[config.mk]
export PLATFORM = sky130hd
export DESIGN_NAME = frame_buf_ctrl_flat
export DESIGN_NICKNAME = d
export VERILOG_FILES = /design/src/rtl/frame_buf_if.sv /design/src/rtl/frame_buf_ctrl.sv /design/src/flat_wrapper.sv
export SDC_FILE = /design/constraint.sdc
export NUM_CORES = 1
export LEC_CHECK = 0
export ABC_AREA = 1
export CAP_MARGIN = 40
export CELL_PAD_IN_SITES_DETAIL_PLACEMENT = 0
export CELL_PAD_IN_SITES_GLOBAL_PLACEMENT = 1
export CORE_ASPECT_RATIO = 1.25
export CORE_MARGIN = 5
export CORE_UTILIZATION = 29
export DETAILED_ROUTE_END_ITERATION = 8
export PLACE_DENSITY_LB_ADDON = 0.3
export SLEW_MARGIN = 20
export SYNTH_ARGS = -nofsm -noshare
export SYNTH_HDL_FRONTEND = slang
export SYNTH_SLANG_ARGS = --single-unit
export TNS_END_PERCENT = 100
[constraint.sdc]
create_clock -name clk -period 2.61 [get_ports clk]
set_input_delay 0.3915 -clock clk [delete_from_list [all_inputs] [get_ports clk]]
set_output_delay 0.3915 -clock clk [all_outputs]
set_load 0.03 [all_outputs]
[src/rtl/frame_buf_if.sv]
// Bus bundle between the frame buffer controller, the pixel writer/reader
// and the external single-port frame memory.
//   writer : wr_en_in, data_in -> wr_ready
//   reader : rd_en_in -> rd_ready, rd_valid, data_out
//   memory : mem_addr, mem_wr_en, mem_rd_en, mem_wdata -> mem_rdata
//   status : frame_swap, frame_valid
// slave = controller side, master = environment (video stages + memory).
interface frame_buf_if #(
   parameter int unsigned DATA_WIDTH     = 24,
   parameter int unsigned PIX_ADDR_WIDTH = 10
);
   logic                      wr_en_in;
   logic [DATA_WIDTH-1:0]     data_in;
   logic                      wr_ready;
   logic                      rd_en_in;
   logic                      rd_ready;
   logic                      rd_valid;
   logic [DATA_WIDTH-1:0]     data_out;
   logic [PIX_ADDR_WIDTH:0]   mem_addr;
   logic                      mem_wr_en;
   logic                      mem_rd_en;
   logic [DATA_WIDTH-1:0]     mem_wdata;
   logic [DATA_WIDTH-1:0]     mem_rdata;
   logic                      frame_swap;
   logic                      frame_valid;

   modport slave (
      input  wr_en_in, data_in, rd_en_in, mem_rdata,
      output wr_ready, rd_ready, rd_valid, data_out,
             mem_addr, mem_wr_en, mem_rd_en, mem_wdata,
             frame_swap, frame_valid
   );

   modport master (
      output wr_en_in, data_in, rd_en_in, mem_rdata,
      input  wr_ready, rd_ready, rd_valid, data_out,
             mem_addr, mem_wr_en, mem_rd_en, mem_wdata,
             frame_swap, frame_valid
   );
endinterface

[src/rtl/frame_buf_ctrl.sv]
// Ping-pong frame buffer controller for a single-port frame memory.
// Arbitrates one access per cycle between a pixel writer and a pixel reader,
// builds {bank, pixel} memory addresses and swaps banks at frame boundaries
// once the write frame is complete and the read frame is fully consumed.
//   clk   : system clock, rising edge
//   reset : synchronous, active-high
//   bus   : frame_buf_if.slave (writer, reader, memory and status signals)
// Grants, memory strobes, mem_addr and frame_swap are combinational;
// rd_valid, data_out and frame_valid are registered.
module frame_buf_ctrl #(
   parameter int unsigned DATA_WIDTH     = 24,
   parameter int unsigned PIX_ADDR_WIDTH = 10,
   parameter int unsigned FRAME_PIXELS   = 1024
) (
   input  logic       clk,
   input  logic       reset,
   frame_buf_if.slave bus
);
   localparam int unsigned CNT_WIDTH = PIX_ADDR_WIDTH + 1;
   localparam logic [CNT_WIDTH-1:0] FRAME_CNT = CNT_WIDTH'(FRAME_PIXELS);

   typedef enum logic [1:0] {S_INIT, S_RUN, S_SWAP} state_t;
   typedef enum logic {GRANT_READ, GRANT_WRITE} grant_t;

   state_t                 state, state_nxt;
   grant_t                 last_grant;
   logic                   wr_bank;
   logic [CNT_WIDTH-1:0]   wr_cnt, rd_cnt;
   logic                   rd_pipe;
   logic                   rd_valid_q;
   logic [DATA_WIDTH-1:0]  data_out_q;
   logic                   frame_valid_q;

   logic wr_elig, rd_elig, wr_req, rd_req, wr_gnt, rd_gnt;
   logic wr_done, rd_done;

   // Eligibility, round-robin arbitration and next-state decode
   always_comb begin
      state_nxt = state;
      wr_gnt    = 1'b0;
      rd_gnt    = 1'b0;
      wr_elig   = (state != S_SWAP) && (wr_cnt < FRAME_CNT);
      rd_elig   = (state == S_RUN) && (rd_cnt < FRAME_CNT);
      wr_req    = bus.wr_en_in && wr_elig && !reset;
      rd_req    = bus.rd_en_in && rd_elig && !reset;

      if (wr_req && rd_req) begin
         if (last_grant == GRANT_READ) wr_gnt = 1'b1;
         else                          rd_gnt = 1'b1;
      end else begin
         wr_gnt = wr_req;
         rd_gnt = rd_req;
      end

      // Frame completion looks at the post-grant count so the swap lands
      // in the cycle right after the last transfer
      wr_done = (wr_cnt + CNT_WIDTH'(wr_gnt)) == FRAME_CNT;
      rd_done = (rd_cnt + CNT_WIDTH'(rd_gnt)) == FRAME_CNT;

      case (state)
         S_INIT:  if (wr_done) state_nxt = S_SWAP;
         S_RUN:   if (wr_done && rd_done) state_nxt = S_SWAP;
         S_SWAP:  state_nxt = S_RUN;
         default: state_nxt = S_INIT;
      endcase
   end

   // State register, counters, bank and read-valid pipeline
   always_ff @(posedge clk) begin
      if (reset) begin
         state         <= S_INIT;
         last_grant    <= GRANT_READ;
         wr_bank       <= 1'b0;
         wr_cnt        <= '0;
         rd_cnt        <= '0;
         rd_pipe       <= 1'b0;
         rd_valid_q    <= 1'b0;
         data_out_q    <= '0;
         frame_valid_q <= 1'b0;
      end else begin
         state <= state_nxt;
         if (state == S_SWAP) begin
            wr_bank       <= ~wr_bank;
            wr_cnt        <= '0;
            rd_cnt        <= '0;
            frame_valid_q <= 1'b1;
         end else begin
            if (wr_gnt) wr_cnt <= wr_cnt + CNT_WIDTH'(1);
            if (rd_gnt) rd_cnt <= rd_cnt + CNT_WIDTH'(1);
         end
         if (wr_gnt || rd_gnt) last_grant <= wr_gnt ? GRANT_WRITE : GRANT_READ;
         // Memory returns data one cycle after the strobe; capture it the
         // cycle after that, independent of any bank swap in between
         rd_pipe    <= rd_gnt;
         rd_valid_q <= rd_pipe;
         if (rd_pipe) data_out_q <= bus.mem_rdata;
      end
   end

   assign bus.wr_ready    = wr_gnt;
   assign bus.rd_ready    = rd_gnt;
   assign bus.mem_wr_en   = wr_gnt;
   assign bus.mem_rd_en   = rd_gnt;
   assign bus.mem_wdata   = bus.data_in;
   // Reader always addresses the bank the writer is not filling
   assign bus.mem_addr    = wr_gnt ? {wr_bank,  wr_cnt[PIX_ADDR_WIDTH-1:0]} :
                            rd_gnt ? {~wr_bank, rd_cnt[PIX_ADDR_WIDTH-1:0]} :
                                     '0;
   assign bus.frame_swap  = (state == S_SWAP) && !reset;
   assign bus.frame_valid = frame_valid_q;
   assign bus.rd_valid    = rd_valid_q;
   assign bus.data_out    = data_out_q;
endmodule

[src/flat_wrapper.sv]
// flat-port wrapper written by rule: the top's interface ports become plain ports
module frame_buf_ctrl_flat 
#(
   parameter int unsigned DATA_WIDTH     = 24,
   parameter int unsigned PIX_ADDR_WIDTH = 10,
   parameter int unsigned FRAME_PIXELS   = 1024
)
  (clk, reset, bus_wr_en_in, bus_data_in, bus_rd_en_in, bus_mem_rdata, bus_wr_ready, bus_rd_ready, bus_rd_valid, bus_data_out, bus_mem_addr, bus_mem_wr_en, bus_mem_rd_en, bus_mem_wdata, bus_frame_swap, bus_frame_valid);
  frame_buf_if #(.DATA_WIDTH(DATA_WIDTH), .PIX_ADDR_WIDTH(PIX_ADDR_WIDTH)) bus_i ();
  input  logic clk;
  input  logic reset;
  input wire logic [$bits(bus_i.wr_en_in)-1:0] bus_wr_en_in;
  input wire logic [$bits(bus_i.data_in)-1:0] bus_data_in;
  input wire logic [$bits(bus_i.rd_en_in)-1:0] bus_rd_en_in;
  input wire logic [$bits(bus_i.mem_rdata)-1:0] bus_mem_rdata;
  output wire logic [$bits(bus_i.wr_ready)-1:0] bus_wr_ready;
  output wire logic [$bits(bus_i.rd_ready)-1:0] bus_rd_ready;
  output wire logic [$bits(bus_i.rd_valid)-1:0] bus_rd_valid;
  output wire logic [$bits(bus_i.data_out)-1:0] bus_data_out;
  output wire logic [$bits(bus_i.mem_addr)-1:0] bus_mem_addr;
  output wire logic [$bits(bus_i.mem_wr_en)-1:0] bus_mem_wr_en;
  output wire logic [$bits(bus_i.mem_rd_en)-1:0] bus_mem_rd_en;
  output wire logic [$bits(bus_i.mem_wdata)-1:0] bus_mem_wdata;
  output wire logic [$bits(bus_i.frame_swap)-1:0] bus_frame_swap;
  output wire logic [$bits(bus_i.frame_valid)-1:0] bus_frame_valid;
  assign bus_i.wr_en_in = bus_wr_en_in;
  assign bus_i.data_in = bus_data_in;
  assign bus_i.rd_en_in = bus_rd_en_in;
  assign bus_i.mem_rdata = bus_mem_rdata;
  assign bus_wr_ready = bus_i.wr_ready;
  assign bus_rd_ready = bus_i.rd_ready;
  assign bus_rd_valid = bus_i.rd_valid;
  assign bus_data_out = bus_i.data_out;
  assign bus_mem_addr = bus_i.mem_addr;
  assign bus_mem_wr_en = bus_i.mem_wr_en;
  assign bus_mem_rd_en = bus_i.mem_rd_en;
  assign bus_mem_wdata = bus_i.mem_wdata;
  assign bus_frame_swap = bus_i.frame_swap;
  assign bus_frame_valid = bus_i.frame_valid;
  frame_buf_ctrl #(.DATA_WIDTH(DATA_WIDTH), .PIX_ADDR_WIDTH(PIX_ADDR_WIDTH), .FRAME_PIXELS(FRAME_PIXELS)) u_core (.clk(clk), .reset(reset), .bus(bus_i));
endmodule
==> results_tabular.tex <==
\begin{tabular}{lr}
\hline
Metric & Value \\
\hline
\multicolumn{2}{l}{\textbf{Drt}} \\
\quad Overall via count from detail\_route & 2,814 \\
\quad 1st-pass router iterations & 5 \\
\quad Routed length on met2 & a little over 4000 um \\
\quad Metal-1 WL & 3573 um \\
\quad DRC violation count after routing & 0 \\
\quad DR vias/cell & approximately 4.6 \\
\quad Top routing layer used & met4 \\
\quad Routed wl met3 & 317 um \\
\quad First-iteration detailed-routing DRC count & between 100 and 150 \\
\quad Wire length reported by the detailed router & $\sim$8100 um \\
\quad Per-cell routed wire length & 13.19 um \\
\quad Antenna Violating Nets Remaining & 0 \\
\multicolumn{2}{l}{\textbf{Worst setup path}} \\
\quad Length in cells of the worst reg-to-reg path & 17 \\
\quad Endpoint class of the critical path & primary output \\
\quad Buffering stage count on the worst path with inverters included & 5 \\
\quad Critical Path RT & 2220 ps \\
\quad Nature of the critical path startpoint & input pin \\
\quad Path length in cells of the critical path & 9 \\
\quad Worst-path fanout max & 7 \\
\quad CP peak stage delay & 470 ps \\
\quad Most repeated library cell on the critical path & buf\_4 \\
\quad Critical Path, Cell by Cell & clkdlybuf4s50\_1, nand3\_1, nor2\_2, a21boi\_4, buf\_6, clkinvlp\_4, buf\_4, o22ai\_1, buf\_4 \\
\quad Worst setup path category & input pin to primary output \\
\quad R2R Path Start & u\_core.state[0] \\
\quad Beginning of the critical path & bus\_rd\_en\_in \\
\quad Kind of cell adding the most delay to the critical path & buffers and inverters \\
\quad Crit path arrival time & 2100 ps \\
\quad Worst-path cell with the longest stage delay & clkdlybuf4s50\_1 \\
\multicolumn{2}{l}{\textbf{Finish}} \\
\quad Commonest cells after routing, fill and taps aside & nor2\_1, nand2\_1, clkdlybuf4s50\_1, dfxtp\_1, inv\_1 \\
\quad Layout area overhead & 30.91\% \\
\quad Nets & 546 \\
\quad Antenna diode count & 0 \\
\quad Summed area of non-filler cells in the final layout & 0.003789 mm\^{}2 \\
\quad Core Util, Final & 39.02\% \\
\quad Fraction of final layout cells with drive strength greater than 1 & 12.50\% \\
\quad Commonest non-fill, non-tap cell in the layout & nor2\_1 \\
\quad Non-filler instance count after layout & 614 \\
\multicolumn{2}{l}{\textbf{Placed design}} \\
\quad Buffers added on ports & 69 \\
\quad Detail Placement HPWL & 6142 um \\
\quad Placer's final routability congestion estimate & about 0.83 \\
\quad Area post-placement & 0.003597 mm\^{}2 \\
\quad Worst setup slack after placement & -219.6 ps \\
\quad Number of cells in the design after placement & 603 \\
\multicolumn{2}{l}{\textbf{Global route}} \\
\quad Tot GR Track Use & 13.11\% \\
\quad Vias in the first global route & 2,570 \\
\quad Initial antenna violation count & 0 \\
\quad Largest net degree at the start of global routing & 26 \\
\quad First-pass GRT wire length & 12,800 um \\
\quad GR Overflow Total & 0 \\
\multicolumn{2}{l}{\textbf{Die}} \\
\quad Core region area & 0.009709 mm\^{}2 \\
\quad Effective utilization at floorplan & 29.81\% \\
\quad Die Span X & 99.35 um \\
\quad Number of top-level pins & 118 \\
\quad Die area & 0.01209 mm\^{}2 \\
\quad Std-Cell Rows & 40 \\
\quad Die outline height & 121.7 um \\
\multicolumn{2}{l}{\textbf{Clocking}} \\
\quad Clk root buf & clkbuf\_16 \\
\quad Latest clock arrival within the worst-skew pair & 290 ps \\
\quad TritonCTS clock tree & yes \\
\quad Max Buffers Root-to-Sink & 2 \\
\quad Max H-tree Level & 2 \\
\quad Number of sinks on the clock net & 53 \\
\quad CTS buffer count & 5 \\
\quad Clock-pin slew of the registers on the worst-case setup and hold paths & 70 ps \\
\multicolumn{2}{l}{\textbf{Min path}} \\
\quad Worst hold path stage count & 2 \\
\quad Startpoint of the lowest-slack hold path & u\_core.bus.frame\_valid \\
\quad Class of the most critical hold timing path & flop to flop \\
\multicolumn{2}{l}{\textbf{Flow run}} \\
\quad Max-capacitance violation count & 0 \\
\multicolumn{2}{l}{\textbf{Run status}} \\
\quad Status & completed \\
\multicolumn{2}{l}{\textbf{Logic synthesis}} \\
\quad Synth cell types & 30 \\
\quad Count of warnings emitted by yosys & 0 \\
\quad Post-synthesis register bit count & 53 \\
\quad Register area share after synthesis & 36.66\% \\
\quad Netlist Area Pre-Place & 0.002894 mm\^{}2 \\
\quad Post-Synthesis Cells & around 430 \\
\quad Proportion of register bits with asynchronous set or reset after synthesis & 0\% \\
\quad Net count of the mapped netlist & a little under 500 \\
\quad Top flip-flop cell by instance count after synthesis & dfxtp\_1 \\
\quad EDFF count, synth & 0 \\
\quad Mean post-synth cell area & roughly 6.8 um\^{}2 \\
\multicolumn{2}{l}{\textbf{Timing}} \\
\quad Slew Viols, Final & 0 \\
\quad Setup repair after global routing missed its margin & no \\
\quad Final setup violation count & 0 \\
\quad Final hold violation count & 0 \\
\quad Achievable frequency & between 400 and 500 MHz \\
\quad Part of the cycle the worst path needs & 95.65\% \\
\quad Actual slew at the worst max-slew pin & 441.2 ps \\
\quad Final worst clock skew & 3.007 ps \\
\quad Worst Setup Slack, final & $\sim$110 ps \\
\quad Worst rel slew slack & 70.55\% \\
\quad Final critical path time including I/O delays and setup & 2496 ps \\
\multicolumn{2}{l}{\textbf{Power and ir drop}} \\
\quad Largest voltage drop on the vdd net & between 0.2 and 0.25 mV \\
\quad Power Dens Cells & 416.6 mW/mm\^{}2 \\
\quad Total power draw & 1.578 mW \\
\quad LEAKAGE & 1.557 nW \\
\hline
\end{tabular}
-- registers in the layout, summed over array words and instances, names as in the netlist --
register                flops
u_core.rd_cnt              11
u_core.last_grant           1
u_core.bus.data_out        24
u_core.wr_cnt              11
u_core.bus.frame_valid      1
u_core.wr_bank              1
u_core.bus.rd_valid         1
u_core.state                2
u_core.rd_pipe              1
-- power by group --
part           switching (mW)  internal [mW]
Sequential            0.00411          0.811
Combinational          0.0478         0.0561
Clock                   0.302          0.357
-- layout make-up --
class / count / area, um^2
Clock buffer: 6 / 128.9
Inverter: 46 / 178.9
Sequential cell: 53 / 1061
Multi-Input combinational cell: 292 / 1440
Fill cell: 1039 / 5921
Tap cell: 126 / 157.7
Timing Repair Buffer: 89 / 807.0
Clock inverter: 2 / 15.01
-- metrics by stage --
step / hold WS, ps / TNS, ps
floorplan: 452.5 / 0
global placement: 450.8 / -304.3
detailed placement: 462.0 / -361.5
CTS: 480.5 / 0
global route: 512.4 / 0
finish: 474.2 / 0
-- kinds of logic (layout without fill, tap and decap cells) --
family,after synthesis,after routing,synth area share [%]
AO/OA/AOI/OAI,75,75,14.09
AND/OR/NAND/NOR,208,208,31.43
XOR/XNOR,2,2,0.6054
adder cells (fa/ha/maj),7,7,3.026
buffers and inverters,82,143,14.18
flip-flops,53,53,36.66
-- routing by layer --
metal  GRT usage (%)  vias to the layer above
li1                -                     1468
met1           16.84                     1278
met2           22.18                       58
met3           1.947                       10
met4           4.782                        0
met5               0                        -
-- tightest hold or removal path: cells and delay by family, from the launching register on --
kind / cells / cell delay [ps]
DFF: 1 / 330
and+or+nand+nor: 1 / 50
AOI/OAI and AO/OA: 1 / 60
-- Yosys cell counts (2+ instances only) --
| cell type | count | share of area, % |
|---|---|---|
| nor2_1 | 88 | 11 |
| nor2_2 | 2 | 0.43 |
| a21oi_1 | 19 | 3.3 |
| o22ai_1 | 8 | 1.7 |
| o21ai_1 | 2 | 0.35 |
| nand2_1 | 72 | 9.3 |
| nor3_1 | 2 | 0.35 |
| nand3_1 | 31 | 5.4 |
| ha_1 | 7 | 3.0 |
| xor2_1 | 2 | 0.61 |
| nand4_1 | 4 | 0.86 |
| nand2_2 | 2 | 0.43 |
| nand2_4 | 3 | 1.2 |
| dfxtp_1 | 53 | 37 |
| o21ai_0 | 42 | 7.3 |
| clkbuf_1 | 7 | 0.91 |
| buf_2 | 2 | 0.35 |
| buf_4 | 26 | 6.7 |
| inv_1 | 44 | 5.7 |
-- path summary, 6_finish.rpt --
kind,endpoint,slack (ps)
max,bus_mem_addr[4],110
min,u_core.bus.frame_valid,470
max reg2reg,u_core.state[0],300
min reg2reg,u_core.bus.frame_valid,470
-- timing repair --
item / in CTS / in global routing
resized for setup: 1 / 7
pin swaps: 0 / 0
setup endpoints to repair: 1 / 10
hold buffers: 0 / 0
buffers inserted: 0 / 3
Note: power is estimated with default switching activity, not from simulation.
